--- config.mk ---
export PLATFORM = sky130hd
export DESIGN_NAME = thread_lsu
export DESIGN_NICKNAME = d
export VERILOG_FILES = /design/src/rtl/gpu_pkg.sv /design/src/rtl/thread_lsu.sv
export SDC_FILE = /design/constraint.sdc
export NUM_CORES = 1
export LEC_CHECK = 0
export BUFFER_PORTS_ARGS = -buffer_cell sky130_fd_sc_hd__buf_2
export CORE_UTILIZATION = 50
export CTS_CLUSTER_SIZE = 28
export DETAILED_ROUTE_END_ITERATION = 16
export GPL_TIMING_DRIVEN = 1
export HOLD_SLACK_MARGIN = 0.08
export PLACE_DENSITY = 0.88
export SETUP_SLACK_MARGIN = 0.3
export SYNTH_ARGS = -nofsm -noshare
export SYNTH_HDL_FRONTEND = slang
export SYNTH_SLANG_ARGS = --single-unit
--- constraint.sdc ---
create_clock -name clk -period 3.8 [get_ports clk]
set_input_delay 0.57 -clock clk [delete_from_list [all_inputs] [get_ports clk]]
set_output_delay 0.57 -clock clk [all_outputs]
set_load 0.05 [all_outputs]
--- src/rtl/gpu_pkg.sv ---
// Types and defaults shared by the scheduler, register-file writeback mux and
// per-thread load/store units.
package gpu_pkg;

    localparam int DEFAULT_ADDR_BITS = 8;
    localparam int DEFAULT_DATA_BITS = 8;

    typedef enum logic [2:0] {
        CORE_FETCH   = 3'd1,
        CORE_DECODE  = 3'd2,
        CORE_REQUEST = 3'd3,
        CORE_WAIT    = 3'd4,
        CORE_EXECUTE = 3'd5,
        CORE_UPDATE  = 3'd6
    } core_state_t;

    typedef enum logic [1:0] {
        LSU_IDLE       = 2'd0,
        LSU_REQUESTING = 2'd1,
        LSU_WAITING    = 2'd2,
        LSU_DONE       = 2'd3
    } lsu_state_t;

endpackage

--- src/rtl/thread_lsu.sv ---
// Per-thread load/store unit: one LDR or STR per instruction against the
// shared memory controller, with a sticky timeout flag for hung requests.
module thread_lsu
    import gpu_pkg::*;
#(
    parameter int ADDR_BITS      = DEFAULT_ADDR_BITS,
    parameter int DATA_BITS      = DEFAULT_DATA_BITS,
    parameter int TIMEOUT_CYCLES = 64
) (
    input  logic                 clk,
    input  logic                 reset,
    input  logic                 enable,
    input  logic [2:0]           core_state,
    input  logic                 mem_read_enable,
    input  logic                 mem_write_enable,
    input  logic [ADDR_BITS-1:0] rs,
    input  logic [DATA_BITS-1:0] rt,
    output logic                 mem_read_valid,
    output logic [ADDR_BITS-1:0] mem_read_address,
    input  logic                 mem_read_ready,
    input  logic [DATA_BITS-1:0] mem_read_data,
    output logic                 mem_write_valid,
    output logic [ADDR_BITS-1:0] mem_write_address,
    output logic [DATA_BITS-1:0] mem_write_data,
    input  logic                 mem_write_ready,
    output logic [1:0]           lsu_state,
    output logic [DATA_BITS-1:0] lsu_out,
    output logic                 lsu_error
);

    localparam logic [1:0] S_IDLE       = LSU_IDLE;
    localparam logic [1:0] S_REQUESTING = LSU_REQUESTING;
    localparam logic [1:0] S_WAITING    = LSU_WAITING;
    localparam logic [1:0] S_DONE       = LSU_DONE;

    localparam int CW = (TIMEOUT_CYCLES > 1) ? $clog2(TIMEOUT_CYCLES + 1) : 1;
    localparam logic [CW-1:0] CNT_LAST = CW'((TIMEOUT_CYCLES > 0) ? TIMEOUT_CYCLES - 1 : 0);

    logic [1:0]           state_q,  state_d;
    logic                 is_read_q, is_read_d;
    logic                 rvalid_q, rvalid_d;
    logic                 wvalid_q, wvalid_d;
    logic [ADDR_BITS-1:0] addr_q,   addr_d;
    logic [DATA_BITS-1:0] wdata_q,  wdata_d;
    logic [DATA_BITS-1:0] out_q,    out_d;
    logic                 err_q,    err_d;
    logic [CW-1:0]        cnt_q,    cnt_d;

    always_comb begin
        state_d   = state_q;
        is_read_d = is_read_q;
        rvalid_d  = rvalid_q;
        wvalid_d  = wvalid_q;
        addr_d    = addr_q;
        wdata_d   = wdata_q;
        out_d     = out_q;
        err_d     = err_q;
        cnt_d     = cnt_q;

        case (state_q)
            S_IDLE: begin
                // Read wins when both enables are decoded; the write is dropped.
                if (enable && core_state == CORE_REQUEST &&
                    (mem_read_enable || mem_write_enable)) begin
                    state_d   = S_REQUESTING;
                    addr_d    = rs;
                    wdata_d   = rt;
                    is_read_d = mem_read_enable;
                end
            end
            S_REQUESTING: begin
                state_d  = S_WAITING;
                rvalid_d = is_read_q;
                wvalid_d = !is_read_q;
                cnt_d    = '0;
            end
            S_WAITING: begin
                // Ready takes precedence over a timeout expiring in the same cycle.
                if (is_read_q && mem_read_ready) begin
                    out_d    = mem_read_data;
                    rvalid_d = 1'b0;
                    state_d  = S_DONE;
                    cnt_d    = '0;
                end else if (!is_read_q && mem_write_ready) begin
                    wvalid_d = 1'b0;
                    state_d  = S_DONE;
                    cnt_d    = '0;
                end else if (TIMEOUT_CYCLES != 0 && cnt_q == CNT_LAST) begin
                    rvalid_d = 1'b0;
                    wvalid_d = 1'b0;
                    err_d    = 1'b1;
                    state_d  = S_DONE;
                    cnt_d    = '0;
                end else begin
                    cnt_d = cnt_q + 1'b1;
                end
            end
            S_DONE: begin
                if (core_state == CORE_UPDATE) state_d = S_IDLE;
            end
            default: state_d = S_IDLE;
        endcase
    end

    always_ff @(posedge clk) begin
        if (reset) begin
            state_q   <= S_IDLE;
            is_read_q <= 1'b0;
            rvalid_q  <= 1'b0;
            wvalid_q  <= 1'b0;
            addr_q    <= '0;
            wdata_q   <= '0;
            out_q     <= '0;
            err_q     <= 1'b0;
            cnt_q     <= '0;
        end else begin
            state_q   <= state_d;
            is_read_q <= is_read_d;
            rvalid_q  <= rvalid_d;
            wvalid_q  <= wvalid_d;
            addr_q    <= addr_d;
            wdata_q   <= wdata_d;
            out_q     <= out_d;
            err_q     <= err_d;
            cnt_q     <= cnt_d;
        end
    end

    assign mem_read_valid    = rvalid_q;
    assign mem_read_address  = addr_q;
    assign mem_write_valid   = wvalid_q;
    assign mem_write_address = addr_q;
    assign mem_write_data    = wdata_q;
    assign lsu_state         = state_q;
    assign lsu_out           = out_q;
    assign lsu_error         = err_q;

endmodule

# [Yosys cells after proc, flatten, opt, wreduce, memory -nomap -nowiden]
# Index checks and enable logic that the tools add are counted.
[classes] n_reduce_logical=14 add_sub_neg=1 mux=17 n_bitwise=2 eq_ne=13
[ops] op="$mux 7" n=3
[ops] op="$pmux 7 s2" n=1
[ops] op="$mux 2" n=5
[ops] op="$ne 3x3->1 const B" n=3
[ops] op="$reduce_and 3->1" n=3
[ops] op="$pmux 2 s4" n=1
[ops] op="$add 7x1->7 const B" n=1
[ops] op="$eq 7x6->1 const B" n=1
[ops] op="$ne 2x2->1 const B" n=3
[ops] op="$mux 1" n=5
[ops] op="$eq 2x2->1 const B" n=2
[ops] op="$logic_and 1x1->1" n=4
[ops] op="$ne 4x4->1 const B" n=1
[ops] op="$pmux 1 s2" n=2
[ops] op="$reduce_and 2->1" n=2
[ops] op="$reduce_and 4->1" n=1
[ops] op="$eq 3x2->1 const B" n=1
[ops] op="$eq 3x3->1 const B" n=1
[ops] op="$eq 2x1->1 const B" n=1
[ops] op="$logic_not 2->1" n=1
[ops] op="$not 1->1" n=2
[ops] op="$reduce_bool 2->1" n=1
[ops] op="$logic_not 1->1" n=1
[ops] op="$logic_or 1x1->1" n=1
[word_totals] in_bits=34 word_cells=56 output_inout_bits=37 regBits=37

# [Depth between registers and ports, before layout]
[depth] ltp_word=5 depth_mapped=7 mapped_depth_nobuf=6

# [Worst setup path before layout]
# OpenSTA, ideal clock, no wires.
[synth_timing] path_type="register -> register" from="register state_q[0] (netlist: lsu_state[0])" to="register cnt_q[5]" slack_ps=1927 path_stages_with_launch=8 period_less_slack_ps=1873 path_buffers=1 setup_ps=132 t_required_ps=3668 arrival_ps=1741 cell_sequence="dfxtp_1 inv_1 ha_1 buf_2 nand4_1 nor2_1 xnor2_1 nor3_1"
[synth_via] elab_chain_len=2 elab_cells_between_ends=4 classes_between="2 x eq/ne; 1 x mux; 1 x reduce/logical"
[synth_lines] item="start, declared" line="thread_lsu.sv:39" source="logic [1:0] state_q, state_d;"
[synth_lines] item="start signal, assigned" line="thread_lsu.sv:117" source="state_q <= state_d;"
[synth_lines] item="$eq 2x2->1 / $eq 2x1->1 (equally long branches)" line="thread_lsu.sv:60" source="case (state_q)"
[synth_lines] item="$pmux 7 s2 / $reduce_bool 2->1 (equally long branches)"
[synth_lines] item="end signal, assigned" line="thread_lsu.sv:125" source="cnt_q <= cnt_d;"
[synth_lines] item="end, declared" line="thread_lsu.sv:47" source="logic [CW-1:0] cnt_q, cnt_d;"
# Parallel ways exist; a longest one is shown, timed or not.
# A chain may end at the register's enable or synchronous reset.

# [Final worst setup path]
[layout_timing] from="register state_q[0] (netlist: lsu_state[0])" to="register addr_q[7] (netlist: mem_read_address[7])"
[layout_via] elab_chain_len=2
[layout_lines] item="$logic_not 2->1" line="thread_lsu.sv:60"
[layout_lines] item="$reduce_and 2->1 (no source line)"
[layout_lines] item="end signal, assigned" line="thread_lsu.sv:121" source="addr_q <= addr_d;"
[layout_lines] item="end, declared" line="thread_lsu.sv:43" source="logic [ADDR_BITS-1:0] addr_q, addr_d;"
# Every way passes these cells.

==> impl_metrics.tcl <==
set metrics [dict create \
    status "complete, no violations" \
    synth_edf_count 0 \
    critical_path.endpoint_type "flip-flop" \
    hold_path.class "input pin to flip-flop" \
    slew_violations 0 \
    wl_mm 3.09 \
    grt_max_degree 40 \
    wl_per_cell_um 11.0 \
    drtIter0Drc 60 \
    min_period_over_period_pct 52.3 \
    fin_crit_ns 1.99 \
    overflow 0 \
    synth_nets 218 \
    antenna_found_initial 0 \
    ys_warn_count 0 \
    core_area_um2 3080 \
    rsz0062_at_grt "no" \
    yosysMostFrequentCell "dfxtp_1" \
    netlist_top_cells_area "dfxtp_1 45%, mux2i_1 12%, nand2_1 5.2%, nor2_1 5.0%, ha_1 4.6%" \
    synth_seq_area_share_pct 45.0 \
    p_leak_nw 0.900 \
    ys_types 29 \
    fmax_mhz 503 \
    finalSetupViolations 0 \
    finalSetupTns_ns 0 \
    die_y_um 59.4 \
    drive_above_1_share_pct 33.3 \
    cts_tree "built" \
    syn_to_final_growth_pct 20.3 \
    synth_top_area_share_pct 45.0 \
    routabilityCongestion 0.818 \
    powerDensity_nw_per_um2 445 \
    syn_avg_cell_area_um2 9.24 \
    worstPathArrival_ns 2.20 \
    skew_ns 0.00810 \
    io_buffers 70 \
    groute.usage.overall_pct 19.2 \
    worstMarginPinSlew_ns 1.02 \
    cap_violations 0 \
    dpl-instance-area_um2 1940 \
    grt_pass1_wl_mm 5.01 \
    synth_ff_type "dfxtp_1" \
    drt-vias-per-instance 4.82 \
    dieWidth_um 59.4 \
    syn_inst 178 \
    yosysTopAreaCell "dfxtp_1" \
    path_class "flip-flop to flip-flop" \
    grt_pass1_vias 1196 \
    cts_hold_buf 0 \
    slew_headroom_pct 31.6 \
    fin_nets 278 \
    rows 20 \
    die-area_um2 3520 \
    clk_pin_slew_ns 0.11 \
    cts_buffers 5 \
    ioPinCount 71 \
    clk_path_buf_depth 2 \
    start_util_pct 53.5 \
    post_cts_buffers 0 \
    required_ns 4.01 \
    hold_viol_final 0 \
    hpwlAfterDp_mm 2.22 \
    whs_ns 0.456 \
    insertion_delay_ns 0.34 \
    synthArstFlopShare_pct 0 \
    clock_sinks 37 \
    cts_max_level 2 \
    ys_ff_latch 37 \
    postLayoutCellArea_um2 1980 \
    path_max_fanout 17 \
    num_antenna_cells 0 \
    num_vias 1354 \
    drt.antenna.violating_nets 0 \
    drc_errors 0 \
    synth_commonest_cells "37 x dfxtp_1, 23 x nand2_1, 22 x nor2_1, 20 x mux2i_1, 12 x a21oi_1" \
    cts_root_buffer "clkbuf_4" \
    dr.pass1.iters 4 \
    cts_resized 0 \
    ir_drop_v 0.000223 \
    cp-start-kind "flip-flop" \
    netlist_area_um2 1650 \
]
[cell usage in the layout (no fill, tap or decap)]
cell type / netlist / final
a21oi_1: 12 / 12
a31o_2: 1 / 1
a31oi_1: 1 / 1
and3_1: 3 / 3
buf_2: 2 / 70
clkbuf_4: 0 / 5
clkinv_2: 0 / 1
dfxtp_1: 37 / 37
ha_1: 6 / 6
inv_1: 4 / 4
mux2i_1: 20 / 20
nand2_1: 23 / 23
nand2b_1: 6 / 6
nand3_1: 4 / 4
nand3b_1: 1 / 1
nand4_1: 1 / 1
nand4b_4: 1 / 1
nor2_1: 22 / 22
nor3_1: 6 / 6
nor3b_4: 0 / 1
o211a_1: 1 / 1
o211ai_1: 2 / 2
o21a_1: 1 / 1
o21ai_0: 2 / 2
o21bai_1: 1 / 1
xnor2_1: 2 / 2
xor2_1: 3 / 3
[layer usage]
metal	global-route usage, %	wire, um	up-vias
met5	0	0	-
met4	7.14	31	0
met3	7.21	255	5
li1	-	-	702
met1	22.2	1370	593
met2	32.1	1430	54
[power breakdown]
| part | internal [mW] | switching [mW] |
|---|---|---|
| clock | 0.0642 | 0.121 |
| combinational | 0.0944 | 0.169 |
| sequential | 0.412 | 0.0200 |
| total | 0.571 | 0.311 |
[path summary, 6_finish.rpt]
path | from | endpoint | slack, ns | depth (start not counted)
hold reg to reg | lsu_out[1] | lsu_out[1] | 0.46 | 2
hold / removal | rt[5] | mem_write_data[5] | 0.46 | 3
setup reg to reg | lsu_state[0] | mem_read_address[7] | 1.81 | 5
setup / recovery | lsu_state[0] | mem_read_address[7] | 1.81 | 5
[state kept, by name, indices dropped and copies added (netlist names)]
| signal | cells |
|---|---|
| mem_write_valid | 1 |
| lsu_error | 1 |
| lsu_out | 8 |
| lsu_state | 2 |
| mem_write_data | 8 |
| is_read_q | 1 |
| mem_read_valid | 1 |
| cnt_q | 7 |
| mem_read_address | 8 |
[logic make-up after synthesis]
logic type	after synthesis	share of synthesized area, %
compound gates	21	7.61
xor+xnor	5	2.66
fa+ha+maj	6	4.56
buf+inv	21	8.21
flops	37	45.0
mux	20	12.2
simple gates	68	19.8
[through the flow]
step                      instances  total power [mW]  utilization, %  worst slack [ns]
final                           281             0.882            64.3              1.81
after global routing            281             0.941            64.3              1.62
after CTS                       281             0.894            64.3              1.78
after detailed placement        275             0.706            62.9              1.58
after global placement          275             0.703            62.9              1.63
after floorplan                 178             0.647               -              1.93
[layout make-up]
type	count	area [um2]
Tap cell	44	55.1
Clock inverter	1	5.00
Multi-Input combinational cell	120	776
Timing Repair Buffer	70	350
Inverter	4	15.0
Fill cell	263	1100
Clock buffer	5	37.5
Sequential cell	37	741
[worst max-delay path, cell delays in order, from the launching register on]
cell	delay (ns)
dfxtp_1	0.36
inv_1	0.12
ha_1	0.18
nor3b_4	0.85
mux2i_1	0.30
nor2_1	0.05
No activity file was read; power rests on OpenSTA's default activity.
